## config.mk

```make
export PLATFORM = sky130hd
export DESIGN_NAME = ram_access_ctrl
export DESIGN_NICKNAME = d
export VERILOG_FILES = /design/src/rtl/ram_access_ctrl.sv
export SDC_FILE = /design/constraint.sdc
export NUM_CORES = 1
export LEC_CHECK = 0
export CORE_ASPECT_RATIO = 1.4
export CORE_MARGIN = 2
export CORE_UTILIZATION = 58
export CTS_CLUSTER_SIZE = 25
export DETAILED_ROUTE_END_ITERATION = 16
export PLACE_DENSITY = 0.91
export SYNTH_ARGS = -nofsm -noshare
export SYNTH_HDL_FRONTEND = slang
export SYNTH_SLANG_ARGS = --single-unit
```

## constraint.sdc

```tcl
create_clock -name clk -period 4.88 [get_ports clk]
set_input_delay 0.488 -clock clk [delete_from_list [all_inputs] [get_ports clk]]
set_output_delay 0.488 -clock clk [all_outputs]
set_load 0.05 [all_outputs]
```

## src/rtl/ram_access_ctrl.sv

```systemverilog
// Shares one synchronous RAM port between a manual requester, a background display scanner
// and a bulk clear engine. Every access takes three cycles: issue, RAM sample, capture.
module ram_access_ctrl #(
  parameter int unsigned ADDR_W   = 5,
  parameter int unsigned DATA_W   = 4,
  parameter int unsigned SCAN_DIV = 50_000_000
) (
  input  logic              clk,
  input  logic              rst_n,
  input  logic              man_req,
  input  logic              man_we,
  input  logic [ADDR_W-1:0] man_addr,
  input  logic [DATA_W-1:0] man_wdata,
  output logic              man_gnt,
  output logic [DATA_W-1:0] man_rdata,
  output logic              man_rvalid,
  input  logic              clr_start,
  output logic              busy,
  input  logic              scan_en,
  output logic [ADDR_W-1:0] scan_addr,
  output logic [DATA_W-1:0] scan_data,
  output logic              scan_valid,
  output logic [ADDR_W-1:0] ram_addr,
  output logic [DATA_W-1:0] ram_wdata,
  output logic              ram_we,
  input  logic [DATA_W-1:0] ram_rdata
);

  localparam int unsigned DivW = $clog2(SCAN_DIV);

  typedef enum logic [1:0] {StIdle, StAcc, StRet, StClear} state_e;

  state_e              state_q, state_d;
  logic                clr_pend_q, clr_pend_d;
  logic                scan_pend_q, scan_pend_d;
  logic [ADDR_W-1:0]   scan_ptr_q, scan_ptr_d;
  logic [DivW-1:0]     div_q, div_d;
  logic                cur_scan_q, cur_scan_d;
  logic                cur_we_q, cur_we_d;
  logic                man_gnt_q, man_gnt_d;
  logic [DATA_W-1:0]   man_rdata_q, man_rdata_d;
  logic                man_rvalid_q, man_rvalid_d;
  logic                busy_q, busy_d;
  logic [ADDR_W-1:0]   scan_addr_q, scan_addr_d;
  logic [DATA_W-1:0]   scan_data_q, scan_data_d;
  logic                scan_valid_q, scan_valid_d;
  logic [ADDR_W-1:0]   ram_addr_q, ram_addr_d;
  logic [DATA_W-1:0]   ram_wdata_q, ram_wdata_d;
  logic                ram_we_q, ram_we_d;
  logic                div_wrap;

  assign div_wrap = (div_q == DivW'(SCAN_DIV - 1));

  always_comb begin
    state_d      = state_q;
    clr_pend_d   = clr_pend_q;
    scan_pend_d  = scan_pend_q;
    scan_ptr_d   = scan_ptr_q;
    div_d        = div_wrap ? '0 : div_q + 1'b1;
    cur_scan_d   = cur_scan_q;
    cur_we_d     = cur_we_q;
    man_gnt_d    = 1'b0;
    man_rdata_d  = man_rdata_q;
    man_rvalid_d = 1'b0;
    busy_d       = busy_q;
    scan_addr_d  = scan_addr_q;
    scan_data_d  = scan_data_q;
    scan_valid_d = 1'b0;
    ram_addr_d   = ram_addr_q;
    ram_wdata_d  = ram_wdata_q;
    ram_we_d     = ram_we_q;

    // Ticks never queue: one pending scan at most.
    if (div_wrap && scan_en) scan_pend_d = 1'b1;
    if (clr_start && state_q != StClear) clr_pend_d = 1'b1;

    unique case (state_q)
      StIdle: begin
        if (clr_pend_q) begin
          state_d     = StClear;
          clr_pend_d  = 1'b0;
          ram_addr_d  = '0;
          ram_wdata_d = '0;
          ram_we_d    = 1'b1;
          busy_d      = 1'b1;
        end else if (man_req) begin
          state_d     = StAcc;
          ram_addr_d  = man_addr;
          ram_wdata_d = man_wdata;
          ram_we_d    = man_we;
          man_gnt_d   = 1'b1;
          cur_scan_d  = 1'b0;
          cur_we_d    = man_we;
        end else if (scan_pend_q) begin
          state_d     = StAcc;
          scan_pend_d = 1'b0;
          ram_addr_d  = scan_ptr_q;
          ram_we_d    = 1'b0;
          cur_scan_d  = 1'b1;
          cur_we_d    = 1'b0;
        end
      end
      StAcc: begin
        state_d  = StRet;
        ram_we_d = 1'b0;
      end
      StRet: begin
        state_d = StIdle;
        if (cur_scan_q) begin
          scan_addr_d  = scan_ptr_q;
          scan_data_d  = ram_rdata;
          scan_valid_d = 1'b1;
          scan_ptr_d   = scan_ptr_q + 1'b1;
        end else if (!cur_we_q) begin
          man_rdata_d  = ram_rdata;
          man_rvalid_d = 1'b1;
        end
      end
      StClear: begin
        if (ram_addr_q == '1) begin
          state_d    = StIdle;
          ram_we_d   = 1'b0;
          busy_d     = 1'b0;
          scan_ptr_d = '0;
        end else begin
          ram_addr_d = ram_addr_q + 1'b1;
        end
      end
      default: state_d = StIdle;
    endcase
  end

  always_ff @(posedge clk or negedge rst_n) begin
    if (!rst_n) begin
      state_q      <= StIdle;
      clr_pend_q   <= 1'b0;
      scan_pend_q  <= 1'b0;
      scan_ptr_q   <= '0;
      div_q        <= '0;
      cur_scan_q   <= 1'b0;
      cur_we_q     <= 1'b0;
      man_gnt_q    <= 1'b0;
      man_rdata_q  <= '0;
      man_rvalid_q <= 1'b0;
      busy_q       <= 1'b0;
      scan_addr_q  <= '0;
      scan_data_q  <= '0;
      scan_valid_q <= 1'b0;
      ram_addr_q   <= '0;
      ram_wdata_q  <= '0;
      ram_we_q     <= 1'b0;
    end else begin
      state_q      <= state_d;
      clr_pend_q   <= clr_pend_d;
      scan_pend_q  <= scan_pend_d;
      scan_ptr_q   <= scan_ptr_d;
      div_q        <= div_d;
      cur_scan_q   <= cur_scan_d;
      cur_we_q     <= cur_we_d;
      man_gnt_q    <= man_gnt_d;
      man_rdata_q  <= man_rdata_d;
      man_rvalid_q <= man_rvalid_d;
      busy_q       <= busy_d;
      scan_addr_q  <= scan_addr_d;
      scan_data_q  <= scan_data_d;
      scan_valid_q <= scan_valid_d;
      ram_addr_q   <= ram_addr_d;
      ram_wdata_q  <= ram_wdata_d;
      ram_we_q     <= ram_we_d;
    end
  end

  assign man_gnt    = man_gnt_q;
  assign man_rdata  = man_rdata_q;
  assign man_rvalid = man_rvalid_q;
  assign busy       = busy_q;
  assign scan_addr  = scan_addr_q;
  assign scan_data  = scan_data_q;
  assign scan_valid = scan_valid_q;
  assign ram_addr   = ram_addr_q;
  assign ram_wdata  = ram_wdata_q;
  assign ram_we     = ram_we_q;

endmodule

```

; ---- Word level (Yosys, flattened, before mapping)
; Cells that the tools add are included.
[op_classes]
mux = 41
n_div = 0
n_eq_ne = 11
bitwise_logic = 3
shift = 0
reduce_logical = 17
add_sub_neg = 3
n_mul = 0
n_lt_le_gt_ge = 0
[ops]
columns = op, n
row1 = $mux 5, 6
row2 = $add 26x1->26 const B, 1
row3 = $eq 26x26->1 const B, 1
row4 = $mux 26, 1
row5 = $mux 1, 23
row6 = $pmux 5 s2, 2
row7 = $reduce_and 3->1, 6
row8 = $add 5x1->5 const B, 2
row9 = $ne 2x2->1 const B, 5
row10 = $mux 2, 4
row11 = $mux 4, 2
row12 = $pmux 2 s4, 1
row13 = $reduce_bool 2->1, 4
row14 = $reduce_and 2->1, 3
row15 = $eq 5x5->1 const B, 1
row16 = $eq 2x2->1 const B, 2
row17 = $ne 4x4->1 const B, 1
row18 = $not 1->1, 3
row19 = $pmux 1 s3, 1
row20 = $reduce_bool 3->1, 1
row21 = $eq 2x1->1 const B, 1
row22 = $logic_and 1x1->1, 2
row23 = $logic_not 2->1, 1
row24 = $pmux 1 s2, 1
[totals]
latch_bits = 0
inputBits = 19
out_inout_bits = 27
romBits = 0
ram_bits = 0
ff_bits = 64
memories = 0
wordCells = 92

; ---- Logic depth before layout (Yosys ltp)
; Gate-level depths: netlist (run 1).
[logic_depth]
ltp_word = 7
ltp_mapped = 7
ltp_nobuf = 6

; ---- Worst setup path after synthesis (run 1)
; Ideal clock, no wire load.
[synth_timing]
kind = reg-to-reg
start = reg ram_addr_q[0] (netlist: ram_addr[0])
end = reg ram_addr_q[2] (netlist: ram_addr[2])
setup_time_ps = 78
setup_slack_ps = 2961
synth_period_minus_slack_ps = 1919
path_buffers = 1
stages_incl_launch_ff = 8
arrival_ps = 1841
required_ps = 4802
path_cell_list = dfrtp_1 > ha_1 > and3_1 > ha_1 > o22ai_1 > buf_4 > a21oi_1 > a21oi_1
[synth_between]
elab_chain_cells = 3
word_cells_on_any_way = 6
cone_classes = add/sub (1) / eq/ne (2) / mux (2) / reduce/logical (1)
[synth_lines]
columns = element, line
row1 = "start, declared", 47  ; logic [ADDR_W-1:0] ram_addr_q, ram_addr_d;
row2 = "start signal, assigned", 167  ; ram_addr_q <= ram_addr_d;
row3 = $add 5x1->5 / $eq 5x5->1 (equally long branches), "126, 120"
row4 = $mux 5 / $ne 2x2->1 (equally long branches), n/a
row5 = $pmux 5 s2 / $reduce_and 3->1 (equally long branches), n/a
; Parallel ways exist; a longest one is shown, timed or not. The select of a mux whose other input is x is not followed.
; A chain may end at the register's enable or synchronous reset.

; ---- Worst setup path in the final report (run 1)
[layout_timing]
start = in man_req
end = reg ram_addr_q[0] (netlist: ram_addr[0])
[layout_between]
elab_chain_cells = 3
word_cells_on_any_way = 5
cone_classes = eq/ne (1) / mux (3) / reduce/logical (1)
[layout_lines]
columns = element, line
row1 = "start, declared", 10  ; input logic man_req,
row2 = $mux 5, 86  ; end else if (man_req) begin
row3 = $mux 5, 79  ; if (clr_pend_q) begin
row4 = $pmux 5 s2, 77  ; unique case (state_q)
; Parallel ways exist; a longest one is shown, timed or not.

==> results of run 1 <==
-- flip-flops by register name, indices dropped and copies added (netlist names) --
signal	cells
scan_addr	5
state_q	2
scan_ptr_q	5
scan_data	4
man_rdata	4
cur_we_q	1
ram_wdata	4
scan_valid	1
cur_scan_q	1
ram_addr	5
man_gnt	1
ram_we	1
clr_pend_q	1
scan_pend_q	1
div_q	26
busy	1
man_rvalid	1
-- worst min-delay path by stage --
stage | endpoint | cells past startpoint | start | slack [ps]
after detailed placement | scan_addr[4] | 2 | scan_addr[4] | 460
after floorplan | busy | 0 | rst_n | 190
final | div_q[11] | 2 | rst_n | 310
after CTS | man_rdata[0] | 2 | rst_n | 340
after global placement | scan_data[2] | 2 | scan_data[2] | 460
after global routing | div_q[6] | 2 | rst_n | 390
-- cell usage after synthesis, types with 2 or more instances --
library cell / number / area share (%)
dfrtp_1: 64 / 53
nor4_1: 2 / 0.41
a31oi_1: 4 / 0.82
nand2_1: 50 / 6.2
a21oi_1: 17 / 2.8
xor2_1: 7 / 2.0
and3_1: 4 / 0.82
and2_1: 5 / 1.0
buf_6: 2 / 0.74
mux2i_1: 3 / 0.99
nand4_1: 14 / 2.9
nand3_1: 9 / 1.5
or3_1: 6 / 1.2
buf_2: 6 / 0.99
mux2_2: 8 / 3.0
and4_1: 5 / 1.4
ha_1: 4 / 1.6
nor2_1: 22 / 2.7
and3_2: 2 / 0.49
inv_1: 3 / 0.37
clkbuf_1: 3 / 0.37
nor2b_1: 7 / 1.4
a22o_1: 3 / 0.87
o21ai_0: 17 / 2.8
nor3_1: 4 / 0.66
xnor2_1: 12 / 3.5
a22oi_1: 2 / 0.49
-- worst max-delay path: cells and delay by family --
family,cells,cell delay (ps)
compound gates,1,670
buf+inv,1,890
mux,1,290
simple gates,2,250
-- routing by layer --
metal  share of wire (%)  vias up
li1                    -     1153
met1                  40     1196
met2                  53       71
met3                 3.6       19
met4                 2.6        0
met5                   0        -
-- power by group --
| part | switching (mW) | leakage, nW | internal, mW |
|---|---|---|---|
| sequential | 0.128 | 0.829 | 0.650 |
| clock | 0.210 | 0.119 | 0.340 |
| combinational | 0.537 | 0.721 | 0.299 |
| total | 0.874 | 1.67 | 1.29 |
-- through the flow --
stage          util, %  hold WS [ps]  power, mW  setup slack [ps]  std cells
2_1_floorplan        -         192.4      1.347              2961        302
3_3_place_gp     68.40         458.5      1.587              2297        402
3_5_place_dp     68.40         460.9      1.611              2173        402
4_1_cts          73.17         337.4      2.168              2540        418
5_1_grt          73.17         390.5      2.271              2280        418
6_report         73.17         306.5      2.162              2493        418
-- logic make-up (layout without fill, tap and decap cells) --
group,count (synthesis),in the layout
buf+inv,15,65
simple gates,141,141
compound gates,48,48
fa+ha+maj,4,4
xor+xnor,19,19
flops,64,64
mux,11,11
-- area by class of cell --
cell class / count / area (um^2) / area share, %
Sequential cell: 64 / 1602 / 42.75
Multi-Input combinational cell: 223 / 1354 / 36.14
Timing Repair Buffer: 46 / 452.9 / 12.09
Clock buffer: 9 / 123.9 / 3.307
Clock inverter: 7 / 120.1 / 3.206
Tap cell: 66 / 82.58 / 2.204
Inverter: 3 / 11.26 / 0.3006
==> flow_metrics.env, run 1 <==
export IMPL_grt_max_degree=65
export IMPL_yosys_warnings=0
export IMPL_synthFlopType="dfrtp_1"
export IMPL_dp_hpwl_um=4485
export IMPL_post_cts_resize_count=0
export IMPL_synthCells=302
export IMPL_dr_total_vias=2439
export IMPL_crit_arrival_ps=2610
export IMPL_slowest_stage="clkdlybuf4s50_1"
export IMPL_syn_avg_cell_area_um2=10.06
export IMPL_clockBufferDepth=2
export IMPL_insertion_delay_ps=340
export IMPL_synth_xor_area_share_pct=5.478
export IMPL_setup_viol=0
export IMPL_die_area_mm2=0.005841
export IMPL_final_hold_viol_count=0
export IMPL_slew_headroom_pct=45.52
export IMPL_path_max_fanout=18
export IMPL_drive_gt1_share_pct=9.659
export IMPL_skew_ps=6.132
export IMPL_rsz0062_at_grt="false"
export IMPL_use_met1_pct=30.83
export IMPL_grt_pass1_wl_um=11360
export IMPL_cp_end_kind="flop"
export IMPL_final_common_cell="dfrtp_1"
export IMPL_syn2layout_area_growth_pct=23.31
export IMPL_post_drt_wl_per_cell_um=16.08
export IMPL_core_mm2=0.005120
export IMPL_layout_common_cells="64 x dfrtp_1, 50 x nand2_1, 44 x clkdlybuf4s50_1, 22 x nor2_1"
export IMPL_fp_dieW_um=65.17
export IMPL_start_util_pct=59.34
export IMPL_p_per_area_mw_per_mm2=577.2
export IMPL_tritoncts="done"
export IMPL_crit_required_ps=5100
export IMPL_outcome="completed"
export IMPL_finalSetupTns_ps=0
export IMPL_clk_pin_slew_ps=70
export IMPL_final_area_mm2=0.003746
export IMPL_cts_sinks=64
export IMPL_r2r_end="ram_addr[0]"
export IMPL_firstDrtPassIters=4
export IMPL_track_usage_pct=25.71
export IMPL_syn_nets=325
export IMPL_muxShareOfSynthArea_pct=3.954
export IMPL_synth_seq_cells=64
export IMPL_p_leak_nw=1.670
export IMPL_grtUsageMet2_pct=43.32
export IMPL_antennaDiodeCount=0
export IMPL_startpoint_type="input pin"
export IMPL_yosysUniqueCellTypes=44
export IMPL_synthSimpleGateAreaFrac_pct=24.46
export IMPL_gp_congestion=0.8519
export IMPL_viasPerCell=5.835
export IMPL_finalCritPeriodShare_pct=48.92
export IMPL_ios=46
export IMPL_synth_top_family_by_area="simple AND/OR/NAND/NOR gates"
export IMPL_ir_drop_uv=417.2
export IMPL_synth_edf_count=0
export IMPL_root_buffer="clkbuf_8"
export IMPL_placed_cell_area_mm2=0.003502
export IMPL_syn_area_mm2=0.003038
export IMPL_busiest_layer="met2"
export IMPL_worst_path_largest_cell_delay_ps=890
export IMPL_startpoint="man_req"
export IMPL_reg2reg_depth=6
export IMPL_drv_slew=0
export IMPL_critPathKind="in -> reg"
export IMPL_fmax_ghz=0.4189
export IMPL_nNetsFinal=370
export IMPL_die_h_um=89.63
export IMPL_fin_crit_ps=2387
export IMPL_ctsHoldBuffers=0
export IMPL_tightest_slew_ps=817.2
export IMPL_grt_overflow_total=0
export IMPL_hold_path_class="in -> async"
export IMPL_rows=31
export IMPL_portBuffers=45
export IMPL_crit_end="ram_addr[0]"
export IMPL_synth_compound_area_share_pct=9.020
export IMPL_path_cells="clkdlybuf4s50_1, nor3_1, o22ai_1, mux2i_1, nand2_1"
export IMPL_use_met3_pct=5.112
export IMPL_drcViolationCount=0
export IMPL_ant_nets=0
export IMPL_grt_pass1_vias=2427
export IMPL_cts_max_level=3
export IMPL_postCtsSetupBuffers=0
export IMPL_drt_total_wl_um=6721
export IMPL_numCtsBuffers=9
export IMPL_max_cap_violations=0
export IMPL_synthAdderAreaFrac_pct=1.647
export IMPL_fillers=371
export IMPL_r2r_slack_ps=2670
export IMPL_seq_area_frac_synth_pct=52.72
export IMPL_r2r_start="ram_addr[0]"
export IMPL_drt_first_iter_violations=151
export IMPL_antenna_found_initial=0
export IMPL_ys_async_sr_fraction_pct=100.0
(Power assumes the default switching activity.)
==> run 2: changes to the inputs <==
--- a/config.mk
+++ b/config.mk
@@ -7,10 +7,10 @@
 export LEC_CHECK = 0
 export CORE_ASPECT_RATIO = 1.4
 export CORE_MARGIN = 2
-export CORE_UTILIZATION = 58
+export CORE_UTILIZATION = 48
 export CTS_CLUSTER_SIZE = 25
 export DETAILED_ROUTE_END_ITERATION = 16
-export PLACE_DENSITY = 0.91
+export PLACE_DENSITY = 0.81
 export SYNTH_ARGS = -nofsm -noshare
 export SYNTH_HDL_FRONTEND = slang
 export SYNTH_SLANG_ARGS = --single-unit
==> constraint.sdc (replaced) <==
create_clock -name clk -period 1.95 [get_ports clk]
set_input_delay 0.195 -clock clk [delete_from_list [all_inputs] [get_ports clk]]
set_output_delay 0.195 -clock clk [all_outputs]
set_load 0.05 [all_outputs]
==> flow_metrics.env, run 2 (synthesized netlist as in run 1, its figures left out) <==
export IMPL_r2r_end="ram_addr[1]"
export IMPL_fp_dieW_um=71.24
export IMPL_fmax_ghz=0.5409
export IMPL_die_h_um=98.13
export IMPL_layout_common_cells="64 x dfrtp_1, 50 x nand2_1, 44 x clkdlybuf4s50_1, 22 x nor2_1"
export IMPL_insertion_delay_ps=340
export IMPL_ir_drop_uv=984.0
export IMPL_antenna_found_initial=0
export IMPL_multiInputGateArea_mm2=0.001354
export IMPL_finalCritPeriodShare_pct=94.80
export IMPL_reg2reg_depth=7
export IMPL_skew_ps=9.444
export IMPL_fin_total_pwr_mw=5.452
export IMPL_die_area_mm2=0.006990
export IMPL_viasPerCell=5.562
export IMPL_drv_slew=0
export IMPL_core_mm2=0.006168
export IMPL_tightest_slew_ps=505.0
export IMPL_syn2layout_area_growth_pct=27.51
export IMPL_gp_congestion=0.8230
export IMPL_finalSetupTns_ps=0
export IMPL_startpoint="ram_addr[0]"
export IMPL_critPathKind="reg -> reg"
export IMPL_root_buffer="clkbuf_8"
export IMPL_cts_sinks=64
export IMPL_dp_slack_ps=117.5
export IMPL_regMostFlops="div_q"
export IMPL_post_cts_resize_count=0
export IMPL_ff_latch_area_mm2=0.001602
export IMPL_layout_cells_non_filler=438
export IMPL_path_max_fanout=5
export IMPL_rows=34
export IMPL_final_common_cell="dfrtp_1"
export IMPL_outcome="completed"
export IMPL_post_drt_wl_per_cell_um=15.13
export IMPL_crit_arrival_ps=2110
export IMPL_place_inst=418
export IMPL_clockBufferDepth=2
export IMPL_numCtsBuffers=9
export IMPL_fin_util_pct=62.80
export IMPL_hold_path_class="in -> async"
export IMPL_use_met1_pct=23.40
export IMPL_startpoint_type="flop"
export IMPL_ios=46
export IMPL_cp_end_kind="flop"
export IMPL_use_met3_pct=6.295
export IMPL_drt_total_wl_um=6627
export IMPL_nNetsFinal=384
export IMPL_portBuffers=45
export IMPL_max_cap_violations=0
export IMPL_clk_pin_slew_ps=80
export IMPL_grt_pass1_wl_um=11370
export IMPL_dp_hpwl_um=4741
export IMPL_drt_first_iter_violations=122
export IMPL_fin_crit_ps=1849
export IMPL_rsz0062_at_grt="false"
export IMPL_p_leak_nw=1.742
export IMPL_drcViolationCount=0
export IMPL_grtUsageMet2_pct=35.26
export IMPL_final_hold_viol_count=0
export IMPL_dr_total_vias=2436
export IMPL_start_util_pct=49.25
export IMPL_fillers=498
export IMPL_tritoncts="done"
export IMPL_crit_required_ps=2220
export IMPL_setup_viol=0
export IMPL_firstDrtPassIters=4
export IMPL_drive_gt1_share_pct=12.84
export IMPL_grt_max_degree=65
export IMPL_grt_pass1_vias=2540
export IMPL_r2r_slack_ps=100
export IMPL_largest_reg_flops=26
export IMPL_cts_max_level=3
export IMPL_r2r_start="ram_addr[0]"
export IMPL_busiest_layer="met2"
export IMPL_slew_headroom_pct=66.23
export IMPL_track_usage_pct=20.54
export IMPL_grt_overflow_total=0
export IMPL_ant_nets=0
export IMPL_final_setup_worst_slack_ps=101.4
export IMPL_antennaDiodeCount=0
export IMPL_p_per_area_mw_per_mm2=1407
[run 2: cell types whose count changed in the layout (fill, tap and decap cells not counted)]
cell	change
buf_12	+1
dlygate4sd3_1	+1
buf_4	+12
[run 2: where the power goes]
group          total [mW]  internal [mW]  switching [mW]
clock                1.37          0.850           0.524
combinational        2.15          0.802            1.35
sequential           1.93           1.63           0.304
total                5.45           3.28            2.17
[run 2: per-stage QoR]
step           cell area [um^2]  hold WS [ps]
2_1_floorplan              3038        -100.6
3_3_place_gp               3597         233.3
3_5_place_dp               3597         237.2
4_1_cts                    3851         390.8
5_1_grt                    3874         416.7
6_report                   3874         389.4
[run 2: what timing repair did]
item | 4_1_cts | 5_1_grt
endpoints found under the setup margin | 0 | 1
hold buffers | 1 | 0
hold endpoints to repair | 64 | 0
buffers inserted | 0 | 3
[run 2: worst max-delay path by stage]
stage / to / slack [ps] / cells past startpoint
after floorplan: ram_addr[2] / 30 / 7
after detailed placement: ram_addr[1] / 120 / 7
after global routing: ram_addr[2] / 2 / 7
final: ram_addr[1] / 100 / 7
after CTS: ram_addr[1] / 90 / 7
after global placement: ram_addr[1] / 160 / 7
[run 2: layer usage]
layer / routed length [um] / vias to the layer above
li1: - / 1185
met1: 2649 / 1180
met2: 3524 / 55
met3: 282 / 16
met4: 171 / 0
met5: 0 / -
[run 2: critical path, cell delays in order, from the launching register on]
cell and delay [ps]:
dfrtp_1 430, ha_1 230, and3_1 180, ha_1 220, o22ai_1 320, buf_4 200, nor2_1 40, a21oi_1 140
[run 2: cell type report]
type | count | area share, %
well taps | 72 | 2.326
multi-input cells | 223 | 34.95
inverters | 3 | 0.2907
clock buffers | 9 | 3.198
flip-flops and latches | 64 | 41.34
repair buffers | 60 | 14.79
clock inverters | 7 | 3.101
==> run 3: changes to the inputs <==
--- a/config.mk
+++ b/config.mk
@@ -7,10 +7,10 @@
 export LEC_CHECK = 0
 export CORE_ASPECT_RATIO = 1.4
 export CORE_MARGIN = 2
-export CORE_UTILIZATION = 48
+export CORE_UTILIZATION = 58
 export CTS_CLUSTER_SIZE = 25
 export DETAILED_ROUTE_END_ITERATION = 16
-export PLACE_DENSITY = 0.81
+export PLACE_DENSITY = 0.91
 export SYNTH_ARGS = -nofsm -noshare
 export SYNTH_HDL_FRONTEND = slang
 export SYNTH_SLANG_ARGS = --single-unit
==> constraint.sdc (replaced) <==
create_clock -name clk -period 2.2 [get_ports clk]
set_input_delay 0.22 -clock clk [delete_from_list [all_inputs] [get_ports clk]]
set_output_delay 0.22 -clock clk [all_outputs]
set_load 0.05 [all_outputs]
==> flow_metrics.env, run 3 (synthesized netlist as in run 1, its figures left out) <==
export IMPL_fin_crit_ps=1961
export IMPL_portBuffers=45
export IMPL_track_usage_pct=26.74
export IMPL_cpLargestDelayFamily="compound AO/OA/AOI/OAI gates"
export IMPL_drive_gt1_share_pct=11.14
export IMPL_hold_path_class="in -> async"
export IMPL_p_sw_share_pct=42.76
export IMPL_cp_end_kind="flop"
export IMPL_max_cap_violations=0
export IMPL_outcome="completed"
export IMPL_largest_reg_flops=26
export IMPL_final_area_mm2=0.003765
export IMPL_cts_max_level=3
export IMPL_ant_nets=0
export IMPL_root_buffer="clkbuf_8"
export IMPL_start_util_pct=59.34
export IMPL_multiInputGateArea_mm2=0.001354
export IMPL_clk_pin_slew_ps=80
export IMPL_p_leak_nw=1.680
export IMPL_syn2layout_area_growth_pct=23.93
export IMPL_rows=31
export IMPL_tritoncts="done"
export IMPL_ff_latch_area_mm2=0.001602
export IMPL_worst_path_buf_inv=1
export IMPL_fin_util_pct=73.53
export IMPL_internal_power_mw=2.653
export IMPL_grt_max_degree=39
export IMPL_drt_total_wl_um=7070
export IMPL_startpoint_type="flop"
export IMPL_fin_total_pwr_mw=4.635
export IMPL_cts_sinks=64
export IMPL_finalCritPeriodShare_pct=89.12
export IMPL_fillers=361
export IMPL_crit_arrival_ps=2240
export IMPL_slowest_stage="dfrtp_1"
export IMPL_cpMostUsedCell="ha_1"
export IMPL_antenna_found_initial=0
export IMPL_post_cts_resize_count=0
export IMPL_placed_cell_area_mm2=0.003560
export IMPL_viasPerCell=5.906
export IMPL_p_per_area_mw_per_mm2=1231
export IMPL_setup_viol=0
export IMPL_fp_dieW_um=65.17
export IMPL_power_frac_seq_pct=36.8
export IMPL_post_drt_wl_per_cell_um=16.64
export IMPL_core_mm2=0.005120
export IMPL_dp_hpwl_um=4867
export IMPL_hold_ws_ps=414.9
export IMPL_crit_required_ps=2480
export IMPL_slew_headroom_pct=57.56
export IMPL_rsz0062_at_grt="false"
export IMPL_insertion_delay_ps=360
export IMPL_ios=46
export IMPL_drt_first_iter_violations=199
export IMPL_regMostFlops="div_q"
export IMPL_die_h_um=89.63
export IMPL_fmax_ghz=0.5100
export IMPL_path_max_fanout=7
export IMPL_grt_pass1_vias=2489
export IMPL_layout_common_cells="64 x dfrtp_1, 50 x nand2_1, 44 x clkdlybuf4s50_1, 22 x nor2_1"
export IMPL_drcViolationCount=0
export IMPL_finalSetupTns_ps=0
export IMPL_netSwitchingPower_mw=1.982
export IMPL_die_area_mm2=0.005841
export IMPL_clockBufferDepth=2
export IMPL_grt_pass1_wl_um=11580
export IMPL_final_common_cell="dfrtp_1"
export IMPL_firstDrtPassIters=5
export IMPL_critPathKind="reg -> reg"
export IMPL_grt_overflow_total=0
export IMPL_dr_total_vias=2510
export IMPL_postCtsSetupBuffers=0
export IMPL_ir_drop_uv=1075
export IMPL_gp_congestion=0.9200
export IMPL_combPwrFrac_pct=41.3
export IMPL_tightest_slew_ps=636.6
export IMPL_drv_slew=0
export IMPL_skew_ps=8.766
export IMPL_final_hold_viol_count=0
export IMPL_nNetsFinal=377
export IMPL_numCtsBuffers=9
export IMPL_clkPwrFrac_pct=21.9
export IMPL_path_cells="ha_1, and3_1, ha_1, o22ai_1, buf_4, nor2_1, a21oi_1"
export IMPL_worst_path_largest_cell_delay_ps=420
export IMPL_antennaDiodeCount=0
## run 3: worst reg2reg max path, delay by kind of cell (launching register included)
kind,cells,cell delay [ps]
simple gates,2,240
compound gates,2,530
fa+ha+maj,2,460
buf+inv,1,230
flops,1,420
## run 3: timing repair
action | CTS | global route
setup endpoints to repair | 0 | 0
endpoints found under the hold margin | 26 | 0
hold buffers | 1 | 0
## run 3: layout make-up
type	instances	area share (%)
flip-flops and latches	64	42.54
multi-input cells	223	35.96
repair buffers	53	13.83
clock buffers	9	3.290
well taps	66	2.193
clock inverters	7	1.894
inverters	3	0.2991
## run 3: final timing paths
kind / startpoint / slack (ps) / endpoint / cells after the start
hold reg to reg: scan_data[2] / 480 / scan_data[2] / 2
setup reg to reg: ram_addr[0] / 240 / ram_addr[1] / 7
setup / recovery: ram_addr[0] / 240 / ram_addr[1] / 7
max in group asynchronous: rst_n / 1170 / ram_wdata[3] / 3
min in group clk: ram_rdata[3] / 430 / scan_data[3] / 3
hold / removal: rst_n / 410 / div_q[16] / 2
## run 3: layer usage
metal | GRT usage, % | share of wire (%) | up-vias
met4 | 13.64 | 3.8 | 0
met2 | 46.38 | 52 | 106
met5 | 0 | 0 | -
met3 | 7.980 | 5.0 | 33
li1 | - | - | 1168
met1 | 29.90 | 39 | 1203
## run 3: stage by stage
stage,std cells,setup slack [ps]
after CTS,425,236.7
final,425,239.3
after global routing,425,103.2
after global placement,408,369.0
after floorplan,302,281.4
after detailed placement,408,257.8
## run 3: power by group through the flow
stage | clock (mW) | combinational [mW] | sequential (mW)
after global placement | 0 | 1.85 | 1.71
after global routing | 1.08 | 2.03 | 1.75
after floorplan | 0 | 0.698 | 2.29
final | 1.01 | 1.92 | 1.71
after CTS | 1.03 | 1.93 | 1.70
after detailed placement | 0 | 1.90 | 1.72
